## src/rtl/locked_reg_write_arbiter.sv

```systemverilog
// Arbitrated write path into a bank of lockable configuration registers.
// Requesters are served round-robin, one transaction per three cycles
// (IDLE capture, EXEC check/write, RESP status pulse). Lock bits are sticky
// until resetn; nothing, including a trusted debug write, can override them.
//
// state | meaning
// IDLE  | arbitrate, pulse req_ready to the winner, capture its request
// EXEC  | check address, lock, debug permission; perform at most one write
// RESP  | pulse rsp_valid to the winner with the stored status
module locked_reg_write_arbiter #(
    parameter int NREQ  = 2,
    parameter int NREGS = 4,
    parameter int DW    = 16,
    parameter int AW    = 4
) (
    input  logic                  Clk,
    input  logic                  resetn,
    input  logic [NREQ-1:0]       req_valid,
    output logic [NREQ-1:0]       req_ready,
    input  logic [NREQ*AW-1:0]    req_addr,
    input  logic [NREQ*DW-1:0]    req_data,
    input  logic [NREQ-1:0]       req_lock,
    input  logic [NREQ-1:0]       req_debug,
    input  logic                  debug_mode,
    input  logic                  trusted,
    input  logic                  lock_all,
    output logic [NREQ-1:0]       rsp_valid,
    output logic [1:0]            rsp_status,
    output logic [NREGS*DW-1:0]   reg_out,
    output logic [NREGS-1:0]      lock_status
);

    localparam int IW = (NREQ > 1) ? $clog2(NREQ) : 1;

    localparam logic [1:0] ST_IDLE = 2'd0;
    localparam logic [1:0] ST_EXEC = 2'd1;
    localparam logic [1:0] ST_RESP = 2'd2;

    localparam logic [1:0] RS_OK       = 2'b00;
    localparam logic [1:0] RS_LOCKED   = 2'b01;
    localparam logic [1:0] RS_DENIED   = 2'b10;
    localparam logic [1:0] RS_BAD_ADDR = 2'b11;

    // One extra bit so an out-of-range address is compared, never truncated.
    localparam logic [AW:0] NREGS_EXT = (AW+1)'(NREGS);

    logic [1:0]    state_q, state_d;
    logic [IW-1:0] rr_ptr_q, rr_ptr_d;
    logic [AW-1:0] addr_q, addr_d;
    logic [DW-1:0] data_q, data_d;
    logic          lock_req_q, lock_req_d;
    logic          debug_q, debug_d;
    logic [IW-1:0] winner_q, winner_d;
    logic [1:0]    status_q, status_d;
    logic [DW-1:0] reg_q [NREGS];
    logic [DW-1:0] reg_d [NREGS];
    logic [NREGS-1:0] lock_q, lock_d;

    logic          grant_found;
    logic [IW-1:0] grant_id;
    logic [IW:0]   arb_idx;
    logic          sel_locked;
    logic          addr_bad;

    // Round-robin search: first pending requester at or after rr_ptr, with wrap.
    always_comb begin
        grant_found = 1'b0;
        grant_id    = '0;
        arb_idx     = '0;
        for (int k = 0; k < NREQ; k++) begin
            arb_idx = {1'b0, rr_ptr_q} + (IW+1)'(k);
            if (arb_idx >= (IW+1)'(NREQ)) begin
                arb_idx = arb_idx - (IW+1)'(NREQ);
            end
            if (!grant_found && req_valid[arb_idx[IW-1:0]]) begin
                grant_found = 1'b1;
                grant_id    = arb_idx[IW-1:0];
            end
        end
    end

    // Lock state of the captured target; out-of-range addresses select nothing.
    always_comb begin
        addr_bad   = ({1'b0, addr_q} >= NREGS_EXT);
        sel_locked = 1'b0;
        for (int i = 0; i < NREGS; i++) begin
            if (addr_q == AW'(i)) begin
                sel_locked = lock_q[i];
            end
        end
    end

    // Next-state logic: arbitration/capture, policy checks and the single write.
    always_comb begin
        state_d    = state_q;
        rr_ptr_d   = rr_ptr_q;
        addr_d     = addr_q;
        data_d     = data_q;
        lock_req_d = lock_req_q;
        debug_d    = debug_q;
        winner_d   = winner_q;
        status_d   = status_q;
        reg_d      = reg_q;
        lock_d     = lock_q | {NREGS{lock_all}};

        case (state_q)
            ST_IDLE: begin
                if (grant_found) begin
                    addr_d     = req_addr[grant_id*AW +: AW];
                    data_d     = req_data[grant_id*DW +: DW];
                    lock_req_d = req_lock[grant_id];
                    debug_d    = req_debug[grant_id];
                    winner_d   = grant_id;
                    rr_ptr_d   = (grant_id == IW'(NREQ-1)) ? '0 : grant_id + IW'(1);
                    state_d    = ST_EXEC;
                end
            end
            ST_EXEC: begin
                // lock_all is folded in combinationally so a same-edge lock_all
                // beats the write.
                if (addr_bad) begin
                    status_d = RS_BAD_ADDR;
                end else if (sel_locked || lock_all) begin
                    status_d = RS_LOCKED;
                end else if (debug_q && !(debug_mode && trusted)) begin
                    status_d = RS_DENIED;
                end else begin
                    status_d = RS_OK;
                    for (int i = 0; i < NREGS; i++) begin
                        if (addr_q == AW'(i)) begin
                            reg_d[i] = data_q;
                            if (lock_req_q) begin
                                lock_d[i] = 1'b1;
                            end
                        end
                    end
                end
                state_d = ST_RESP;
            end
            ST_RESP: begin
                state_d = ST_IDLE;
            end
            default: begin
                state_d = ST_IDLE;
            end
        endcase
    end

    // State and bank registers with asynchronous active-low reset.
    always_ff @(posedge Clk or negedge resetn) begin
        if (!resetn) begin
            state_q    <= ST_IDLE;
            rr_ptr_q   <= '0;
            addr_q     <= '0;
            data_q     <= '0;
            lock_req_q <= 1'b0;
            debug_q    <= 1'b0;
            winner_q   <= '0;
            status_q   <= RS_OK;
            lock_q     <= '0;
            for (int i = 0; i < NREGS; i++) begin
                reg_q[i] <= '0;
            end
        end else begin
            state_q    <= state_d;
            rr_ptr_q   <= rr_ptr_d;
            addr_q     <= addr_d;
            data_q     <= data_d;
            lock_req_q <= lock_req_d;
            debug_q    <= debug_d;
            winner_q   <= winner_d;
            status_q   <= status_d;
            lock_q     <= lock_d;
            reg_q      <= reg_d;
        end
    end

    // One-hot grant and response pulses; grant is suppressed while in reset.
    always_comb begin
        req_ready = '0;
        rsp_valid = '0;
        for (int i = 0; i < NREQ; i++) begin
            req_ready[i] = resetn && (state_q == ST_IDLE) && grant_found
                           && (grant_id == IW'(i));
            rsp_valid[i] = (state_q == ST_RESP) && (winner_q == IW'(i));
        end
    end

    assign rsp_status  = status_q;
    assign lock_status = lock_q;

    for (genvar g = 0; g < NREGS; g++) begin : g_reg_out
        assign reg_out[g*DW +: DW] = reg_q[g];
    end

endmodule

```

## config.mk

```make
export PLATFORM = sky130hd
export DESIGN_NAME = locked_reg_write_arbiter
export DESIGN_NICKNAME = d
export VERILOG_FILES = /design/src/rtl/locked_reg_write_arbiter.sv
export SDC_FILE = /design/constraint.sdc
export NUM_CORES = 1
export LEC_CHECK = 0
export CAP_MARGIN = 10
export CORE_MARGIN = 2
export CORE_UTILIZATION = 40
export DETAILED_ROUTE_END_ITERATION = 6
export PLACE_DENSITY = 0.8
export SETUP_SLACK_MARGIN = 0.4
export SYNTH_ARGS = -nofsm -noshare
export SYNTH_HDL_FRONTEND = slang
export SYNTH_SLANG_ARGS = --single-unit
```

## constraint.sdc

```tcl
create_clock -name Clk -period 4.58 [get_ports Clk]
set_clock_uncertainty 0.2 [all_clocks]
set_input_delay 0.458 -clock Clk [delete_from_list [all_inputs] [get_ports Clk]]
set_output_delay 0.458 -clock Clk [all_outputs]
set_load 0.02 [all_outputs]
```

==> impl_metrics.prom, run 1 <==
# TYPE chip_impl_metric gauge
chip_impl_metric{name="core",unit="µm²"} 9680
chip_impl_info{name="cts_root_buffer",value="sky130_fd_sc_hd__clkbuf_8"} 1
chip_impl_metric{name="die_area",unit="µm²"} 10700
chip_impl_metric{name="power",unit="mW"} 2.24
chip_impl_metric{name="cts_buffer_depth",unit=""} 2
chip_impl_metric{name="grt_max_degree",unit=""} 55
chip_impl_metric{name="grt_antenna_before_repair",unit=""} 0
chip_impl_metric{name="syn_area_per_cell",unit="µm²"} 14.7
chip_impl_metric{name="synth_warnings",unit=""} 0
chip_impl_info{name="global_route.peak_usage_layer",value="met2"} 1
chip_impl_metric{name="worstMarginPinSlew",unit="ns"} 0.957
chip_impl_metric{name="design.final.nets",unit=""} 437
chip_impl_metric{name="vias",unit=""} 2719
chip_impl_metric{name="edff_count_synth",unit=""} 0
chip_impl_metric{name="total_leakage_power",unit="nW"} 2.47
chip_impl_metric{name="antenna_cells",unit=""} 0
chip_impl_metric{name="timing.max_cap.violations",unit=""} 0
chip_impl_metric{name="route.detailed.wl_per_inst",unit="µm"} 17.9
chip_impl_metric{name="maxSlewViolCount",unit=""} 0
chip_impl_metric{name="syn-instance-count",unit=""} 268
chip_impl_info{name="post-synth-top-count-cell",value="sky130_fd_sc_hd__dfrtp_1"} 1
chip_impl_info{name="setup_repair_after_global_routing_missed_its_margin",value="false"} 1
chip_impl_info{name="tritoncts",value="yes"} 1
chip_impl_metric{name="gp_routability_congestion",unit=""} 0.798
chip_impl_metric{name="worstSkewPairLatency",unit="ns"} 0.35
chip_impl_metric{name="synth.yosys.seq_area_share",unit=""} 0.610
chip_impl_metric{name="fp.dieH",unit="µm"} 103
chip_impl_metric{name="whs",unit="ns"} 0.309
chip_impl_metric{name="max-slew-margin-rel",unit=""} 0.362
chip_impl_info{name="synth.area.top_cells",value="sky130_fd_sc_hd__dfrtp_1, sky130_fd_sc_hd__mux2_2, sky130_fd_sc_hd__a221o_1"} 1
chip_impl_metric{name="met2_usage",unit=""} 0.289
chip_impl_metric{name="ir_drop",unit="mV"} 0.386
chip_impl_metric{name="fp-row-count",unit=""} 36
chip_impl_metric{name="grt_remaining_overflow",unit=""} 0
chip_impl_metric{name="first_pass_iteration_count_of_the_detailed_router",unit=""} 6
chip_impl_info{name="timing_worst_setup_path_type",value="primary input to primary output"} 1
chip_impl_info{name="ys_top_cells_by_count",value="sky130_fd_sc_hd__dfrtp_1, sky130_fd_sc_hd__mux2_2, sky130_fd_sc_hd__a21boi_0, sky130_fd_sc_hd__a221o_1, sky130_fd_sc_hd__clkbuf_1"} 1
chip_impl_info{name="hp-class",value="register to register"} 1
chip_impl_metric{name="postSynthNetCount",unit=""} 319
chip_impl_metric{name="worstPathRequired",unit="ns"} 3.92
chip_impl_metric{name="synth.top_cell.area_share",unit=""} 0.610
chip_impl_info{name="setup.worst_path.start_class",value="primary input"} 1
chip_impl_info{name="outcome",value="complete, no violations"} 1
chip_impl_metric{name="numClockSinks",unit=""} 96
chip_impl_metric{name="detail_route.vias_per_cell",unit=""} 5.19
chip_impl_metric{name="drt_iter0_drc",unit=""} 88
chip_impl_metric{name="tns",unit="ns"} 0
chip_impl_metric{name="register_to_register_setup_slack",unit="ns"} 2.23
chip_impl_metric{name="final.min_clock_period",unit="ns"} 3.25
chip_impl_metric{name="first_global_vias",unit=""} 2712
chip_impl_metric{name="synth_area",unit="µm²"} 3940
chip_impl_metric{name="grt_first_pass_wirelength",unit="mm"} 14.5
chip_impl_metric{name="synthDistinctLibCells",unit=""} 35
chip_impl_metric{name="floorplan.io_pins",unit=""} 125
chip_impl_metric{name="instances_no_fill",unit=""} 524
chip_impl_metric{name="fmaxAchievable",unit="GHz"} 0.308
chip_impl_metric{name="power_density",unit="nW/µm²"} 409
chip_impl_metric{name="clk_pin_slew",unit="ns"} 0.08
chip_impl_info{name="synth_top_area_cell",value="sky130_fd_sc_hd__dfrtp_1"} 1
chip_impl_metric{name="io_buffer_count",unit=""} 124
chip_impl_metric{name="hold_viol",unit=""} 0
chip_impl_metric{name="fp.dieW",unit="µm"} 103
chip_impl_metric{name="report.final.setup_viol",unit=""} 0
chip_impl_metric{name="drt_wl_total",unit="mm"} 9.38
chip_impl_metric{name="drt_drc_violations_left",unit=""} 0
chip_impl_metric{name="ant_nets",unit=""} 0
chip_impl_metric{name="worst_ep_arrival_time",unit="ns"} 2.59
chip_impl_metric{name="cp_max_fo",unit=""} 24
chip_impl_metric{name="grt_util_met1",unit=""} 0.247
chip_impl_info{name="crit_path_end_kind",value="primary output"} 1
chip_impl_metric{name="layout-area-overhead-vs-synth",unit="%"} 39.2
chip_impl_metric{name="post_cts_resized",unit=""} 0
chip_impl_metric{name="cts_inserted_buffers",unit=""} 9
chip_impl_metric{name="grt_usage",unit=""} 0.181
chip_impl_metric{name="placed_cells",unit=""} 507
chip_impl_metric{name="ys_async_sr_fraction",unit=""} 1.00
chip_impl_metric{name="met3_usage",unit=""} 0.0410
chip_impl_metric{name="period_share",unit=""} 0.709
chip_impl_metric{name="htree_levels",unit=""} 3
chip_impl_metric{name="synth.ff_latch_count",unit=""} 96
chip_impl_metric{name="drive_gt1_frac",unit=""} 0.238
chip_impl_info{name="ys.flop_type",value="sky130_fd_sc_hd__dfrtp_1"} 1
chip_impl_metric{name="floorplan.initialDensity",unit=""} 0.407
chip_impl_metric{name="detailedPlacementHpwl",unit="mm"} 6.59
cell families (layout without fill, tap and decap cells):
family / after synthesis / count (layout) / synth area share
muxes: 65 / 65 / 0.185
and+or+nand+nor: 28 / 28 / 0.0502
AOI/OAI and AO/OA: 56 / 56 / 0.120
DFF: 96 / 96 / 0.610
buffers and inverters: 23 / 146 / 0.0349
final cells by class:
type,count,area [µm²]
clock inverter,5,86.3
tap,133,166
fill,808,4200
clock buffer,11,151
multi-input combinational,149,1400
inverter,3,11.3
sequential,96,2400
timing repair buffer,127,1260
what timing repair did:
item,CTS,global route
endpoints found under the setup margin,0,0
endpoints found under the hold margin,42,0
hold buffers,1,0
setup buffers,0,0
placed cells by master, fill, tap and decap left out, types with 3 or more instances in the layout:
cell	Yosys	final
sky130_fd_sc_hd__clkdlybuf4s50_1	0	123
sky130_fd_sc_hd__dfrtp_1	96	96
sky130_fd_sc_hd__mux2_2	64	64
sky130_fd_sc_hd__a21boi_0	22	22
sky130_fd_sc_hd__a221o_1	22	22
sky130_fd_sc_hd__clkbuf_8	0	11
sky130_fd_sc_hd__nor2_1	6	5
sky130_fd_sc_hd__inv_1	3	3
sky130_fd_sc_hd__buf_4	0	3
sequential cells by signal, summed over array words and instances, names as in the netlist:
signal and flops:
addr_q 4, data_q 16, debug_q 1, lock_req_q 1
lock_status 4, reg_out 64, rr_ptr_q 1, rsp_status 2
state_q 2, winner_q 1
stage by stage:
step / instance area, µm² / setup slack, ns / utilization
floorplan: 3940 / 2.38 / -
global placement: 5240 / 1.37 / 0.541
detailed placement: 5240 / 1.34 / 0.541
CTS: 5490 / 1.31 / 0.566
global route: 5490 / 1.14 / 0.566
finish: 5490 / 1.33 / 0.566
power breakdown:
group / leakage (nW) / switching, mW / internal (mW)
combinational: 1.08 / 0.239 / 0.258
sequential: 1.27 / 0.146 / 0.967
clock: 0.120 / 0.293 / 0.342
total: 2.47 / 0.678 / 1.57
layer usage:
| layer | vias up | wire length [µm] |
|---|---|---|
| met5 | - | 0 |
| met4 | 0 | 81 |
| met3 | 11 | 603 |
| met2 | 98 | 4490 |
| met1 | 1375 | 4210 |
| li1 | 1235 | - |
critical path, stage by stage:
cell,delay (ns)
sky130_fd_sc_hd__clkdlybuf4s50_1,0.43
sky130_fd_sc_hd__nand2b_1,0.07
sky130_fd_sc_hd__and3_1,0.78
sky130_fd_sc_hd__and2_1,0.24
sky130_fd_sc_hd__clkdlybuf4s50_1,0.61
final timing paths:
| path | from | endpoint | cells after the start |
|---|---|---|---|
| worst max register to register | state_q[1] | reg_out[1] | 3 |
| worst max-delay path | req_valid[0] | req_ready[1] | 5 |
| worst min-delay path | winner_q | winner_q | 1 |
| worst min register to register | winner_q | winner_q | 1 |
| min in group asynchronous | resetn | reg_out[53] | 2 |
| max in group asynchronous | resetn | reg_out[6] | 3 |
(Power assumes the default switching activity.)
==> run 2: changes to the inputs <==
==> constraint.sdc (replaced) <==
create_clock -name Clk -period 3.25 [get_ports Clk]
set_clock_uncertainty 0.2 [all_clocks]
set_input_delay 0.325 -clock Clk [delete_from_list [all_inputs] [get_ports Clk]]
set_output_delay 0.325 -clock Clk [all_outputs]
set_load 0.02 [all_outputs]
==> run 2 against run 1 <==
Sequential power grew 42%. Final area shrank 0.75%. Global-route usage grew 0.56 points. Critical endpoint unchanged. Flip-flop and latch count is the same. Non-clock buffer count grew 3. Register-to-register slack lost 1.4 ns. First-iteration DRC count shrank 47%. Total power grew 35%. Clock power grew 11%.
==> impl_metrics.prom, run 2 (synthesized netlist as in run 1, its figures left out) <==
# TYPE chip_impl_metric gauge
chip_impl_info{name="outcome",value="complete, no violations"} 1
chip_impl_metric{name="drt_iter0_drc",unit=""} 47
chip_impl_metric{name="worstMarginPinSlew",unit="ns"} 0.681
chip_impl_metric{name="first_pass_iteration_count_of_the_detailed_router",unit=""} 4
chip_impl_metric{name="floorplan.initialDensity",unit=""} 0.407
chip_impl_metric{name="cts_inserted_buffers",unit=""} 9
chip_impl_metric{name="die_area",unit="µm²"} 10700
chip_impl_metric{name="register_to_register_setup_slack",unit="ns"} 0.88
chip_impl_metric{name="fmaxAchievable",unit="GHz"} 0.415
chip_impl_info{name="tritoncts",value="yes"} 1
chip_impl_metric{name="ir_drop",unit="mV"} 0.562
chip_impl_info{name="setup.worst_path.start_class",value="register"} 1
chip_impl_metric{name="io_buffer_count",unit=""} 124
chip_impl_metric{name="grt_max_degree",unit=""} 58
chip_impl_metric{name="first_global_vias",unit=""} 2808
chip_impl_info{name="cts_root_buffer",value="sky130_fd_sc_hd__clkbuf_8"} 1
chip_impl_info{name="worst_path_dominant_cell_family",value="buffers and inverters"} 1
chip_impl_metric{name="worst_path_largest_cell_delay",unit="ns"} 0.60
chip_impl_metric{name="cp_max_fo",unit=""} 5
chip_impl_metric{name="post_cts_resized",unit=""} 0
chip_impl_info{name="final_cell_mix",value="sky130_fd_sc_hd__clkdlybuf4s50_1, sky130_fd_sc_hd__dfrtp_1, sky130_fd_sc_hd__mux2_2, sky130_fd_sc_hd__a21boi_0, sky130_fd_sc_hd__a221o_1"} 1
chip_impl_metric{name="grt_remaining_overflow",unit=""} 0
chip_impl_metric{name="route.detailed.wl_per_inst",unit="µm"} 18.6
chip_impl_metric{name="whs",unit="ns"} 0.312
chip_impl_metric{name="floorplan.io_pins",unit=""} 125
chip_impl_metric{name="worst_ep_arrival_time",unit="ns"} 1.89
chip_impl_info{name="timing_worst_setup_path_type",value="register to primary output"} 1
chip_impl_info{name="min_from",value="reg_out[8]"} 1
chip_impl_metric{name="antenna_cells",unit=""} 0
chip_impl_metric{name="drive_gt1_frac",unit=""} 0.241
chip_impl_metric{name="vias",unit=""} 2738
chip_impl_metric{name="r2r.worst_path.cells",unit=""} 3
chip_impl_metric{name="max-slew-margin-rel",unit=""} 0.546
chip_impl_metric{name="total_leakage_power",unit="nW"} 2.44
chip_impl_metric{name="core",unit="µm²"} 9680
chip_impl_info{name="rr_startpoint",value="state_q[1]"} 1
chip_impl_metric{name="fp.dieW",unit="µm"} 103
chip_impl_metric{name="gp_routability_congestion",unit=""} 0.778
chip_impl_metric{name="cp_num_buf_inv",unit=""} 1
chip_impl_metric{name="postLayoutCoreUtil",unit=""} 0.562
chip_impl_metric{name="largest_reg_flops",unit=""} 64
chip_impl_metric{name="worstHoldPathCells",unit=""} 1
chip_impl_metric{name="grt_usage",unit=""} 0.187
chip_impl_metric{name="numClockSinks",unit=""} 96
chip_impl_metric{name="report.final.setup_viol",unit=""} 0
chip_impl_metric{name="fp.dieH",unit="µm"} 103
chip_impl_metric{name="fp-row-count",unit=""} 36
chip_impl_metric{name="clk_pin_slew",unit="ns"} 0.09
chip_impl_metric{name="tns",unit="ns"} 0
chip_impl_info{name="crit-reg2reg-capture",value="reg_out[54]"} 1
chip_impl_info{name="setup_repair_after_global_routing_missed_its_margin",value="false"} 1
chip_impl_metric{name="timing.max_cap.violations",unit=""} 0
chip_impl_metric{name="grt_first_pass_wirelength",unit="mm"} 14.8
chip_impl_metric{name="power_density",unit="nW/µm²"} 555
chip_impl_info{name="cp_slowest_cell",value="sky130_fd_sc_hd__clkdlybuf4s50_1"} 1
chip_impl_metric{name="period_share",unit=""} 0.742
chip_impl_metric{name="cts_buffer_depth",unit=""} 2
chip_impl_metric{name="worstSkewPairLatency",unit="ns"} 0.36
chip_impl_metric{name="final.min_clock_period",unit="ns"} 2.41
chip_impl_metric{name="drt_wl_total",unit="mm"} 9.80
chip_impl_metric{name="maxSlewViolCount",unit=""} 0
chip_impl_metric{name="layout-area-overhead-vs-synth",unit="%"} 38.1
chip_impl_metric{name="grt_antenna_before_repair",unit=""} 0
chip_impl_metric{name="detail_route.vias_per_cell",unit=""} 5.20
chip_impl_info{name="crit_path_end_kind",value="primary output"} 1
chip_impl_metric{name="drt_drc_violations_left",unit=""} 0
chip_impl_info{name="hp-class",value="register to register"} 1
chip_impl_metric{name="power",unit="mW"} 3.02
chip_impl_info{name="mostFrequentLayoutCell",value="sky130_fd_sc_hd__clkdlybuf4s50_1"} 1
chip_impl_metric{name="worstPathRequired",unit="ns"} 2.72
chip_impl_metric{name="design.final.nets",unit=""} 440
chip_impl_info{name="crit_chain",value="nor2_2 > and3_1 > and2_1 > clkdlybuf4s50_1"} 1
chip_impl_info{name="whs_endpoint",value="reg_out[8]"} 1
chip_impl_metric{name="ant_nets",unit=""} 0
chip_impl_metric{name="hold_viol",unit=""} 0
chip_impl_metric{name="htree_levels",unit=""} 3
chip_impl_metric{name="detailedPlacementHpwl",unit="mm"} 6.83
==> run 2: how the worst max path moves through the flow <==
stage	start	to	slack (ns)	cells past startpoint
2_1_floorplan	state_q[1]	req_ready[0]	1.18	5
3_3_place_gp	lock_all	reg_out[36]	0.68	4
3_5_place_dp	lock_all	reg_out[46]	0.60	4
4_1_cts	state_q[1]	req_ready[1]	0.82	4
5_1_grt	state_q[1]	req_ready[1]	0.74	4
6_report	state_q[1]	req_ready[1]	0.84	4
==> run 2: worst reg2reg max path, stage by stage (launching register included) <==
cell and delay, ns:
sky130_fd_sc_hd__dfrtp_1 0.46, sky130_fd_sc_hd__nor4b_4 0.57, sky130_fd_sc_hd__nand3_2 0.57, sky130_fd_sc_hd__mux2_2 0.47
==> run 2: timing repair <==
item | CTS | global route
setup endpoints to repair | 0 | 0
setup buffers | 0 | 0
hold endpoints to repair | 39 | 0
hold buffers | 1 | 0
==> run 2: area by class of cell <==
| cell class | count | area (µm²) |
|---|---|---|
| clock inverters | 5 | 32.5 |
| fillers | 832 | 4240 |
| inverters | 3 | 11.3 |
| well taps | 133 | 166 |
| repair buffers | 130 | 1290 |
| flip-flops and latches | 96 | 2400 |
| clock buffers | 11 | 141 |
| multi-input cells | 149 | 1400 |
==> run 2: layer usage <==
metal,routed length [µm],vias up,global-route usage
met1,4280,1394,0.239
li1,-,1244,-
met3,582,12,0.0444
met5,0,-,0
met2,4800,88,0.311
met4,143,0,0.0668
==> run 2: stage by stage <==
stage / std cells / instance area (µm²) / setup WS, ns
floorplan: 268 / 3940 / 1.18
global placement: 510 / 5260 / 0.675
detailed placement: 510 / 5260 / 0.602
CTS: 527 / 5440 / 0.823
global route: 527 / 5440 / 0.739
finish: 527 / 5440 / 0.840
==> run 2: power by group <==
group | leakage, nW | switching, mW | internal [mW]
clock | 0.0813 | 0.408 | 0.297
combinational | 1.09 | 0.367 | 0.374
sequential | 1.27 | 0.214 | 1.36
total | 2.44 | 0.989 | 2.03
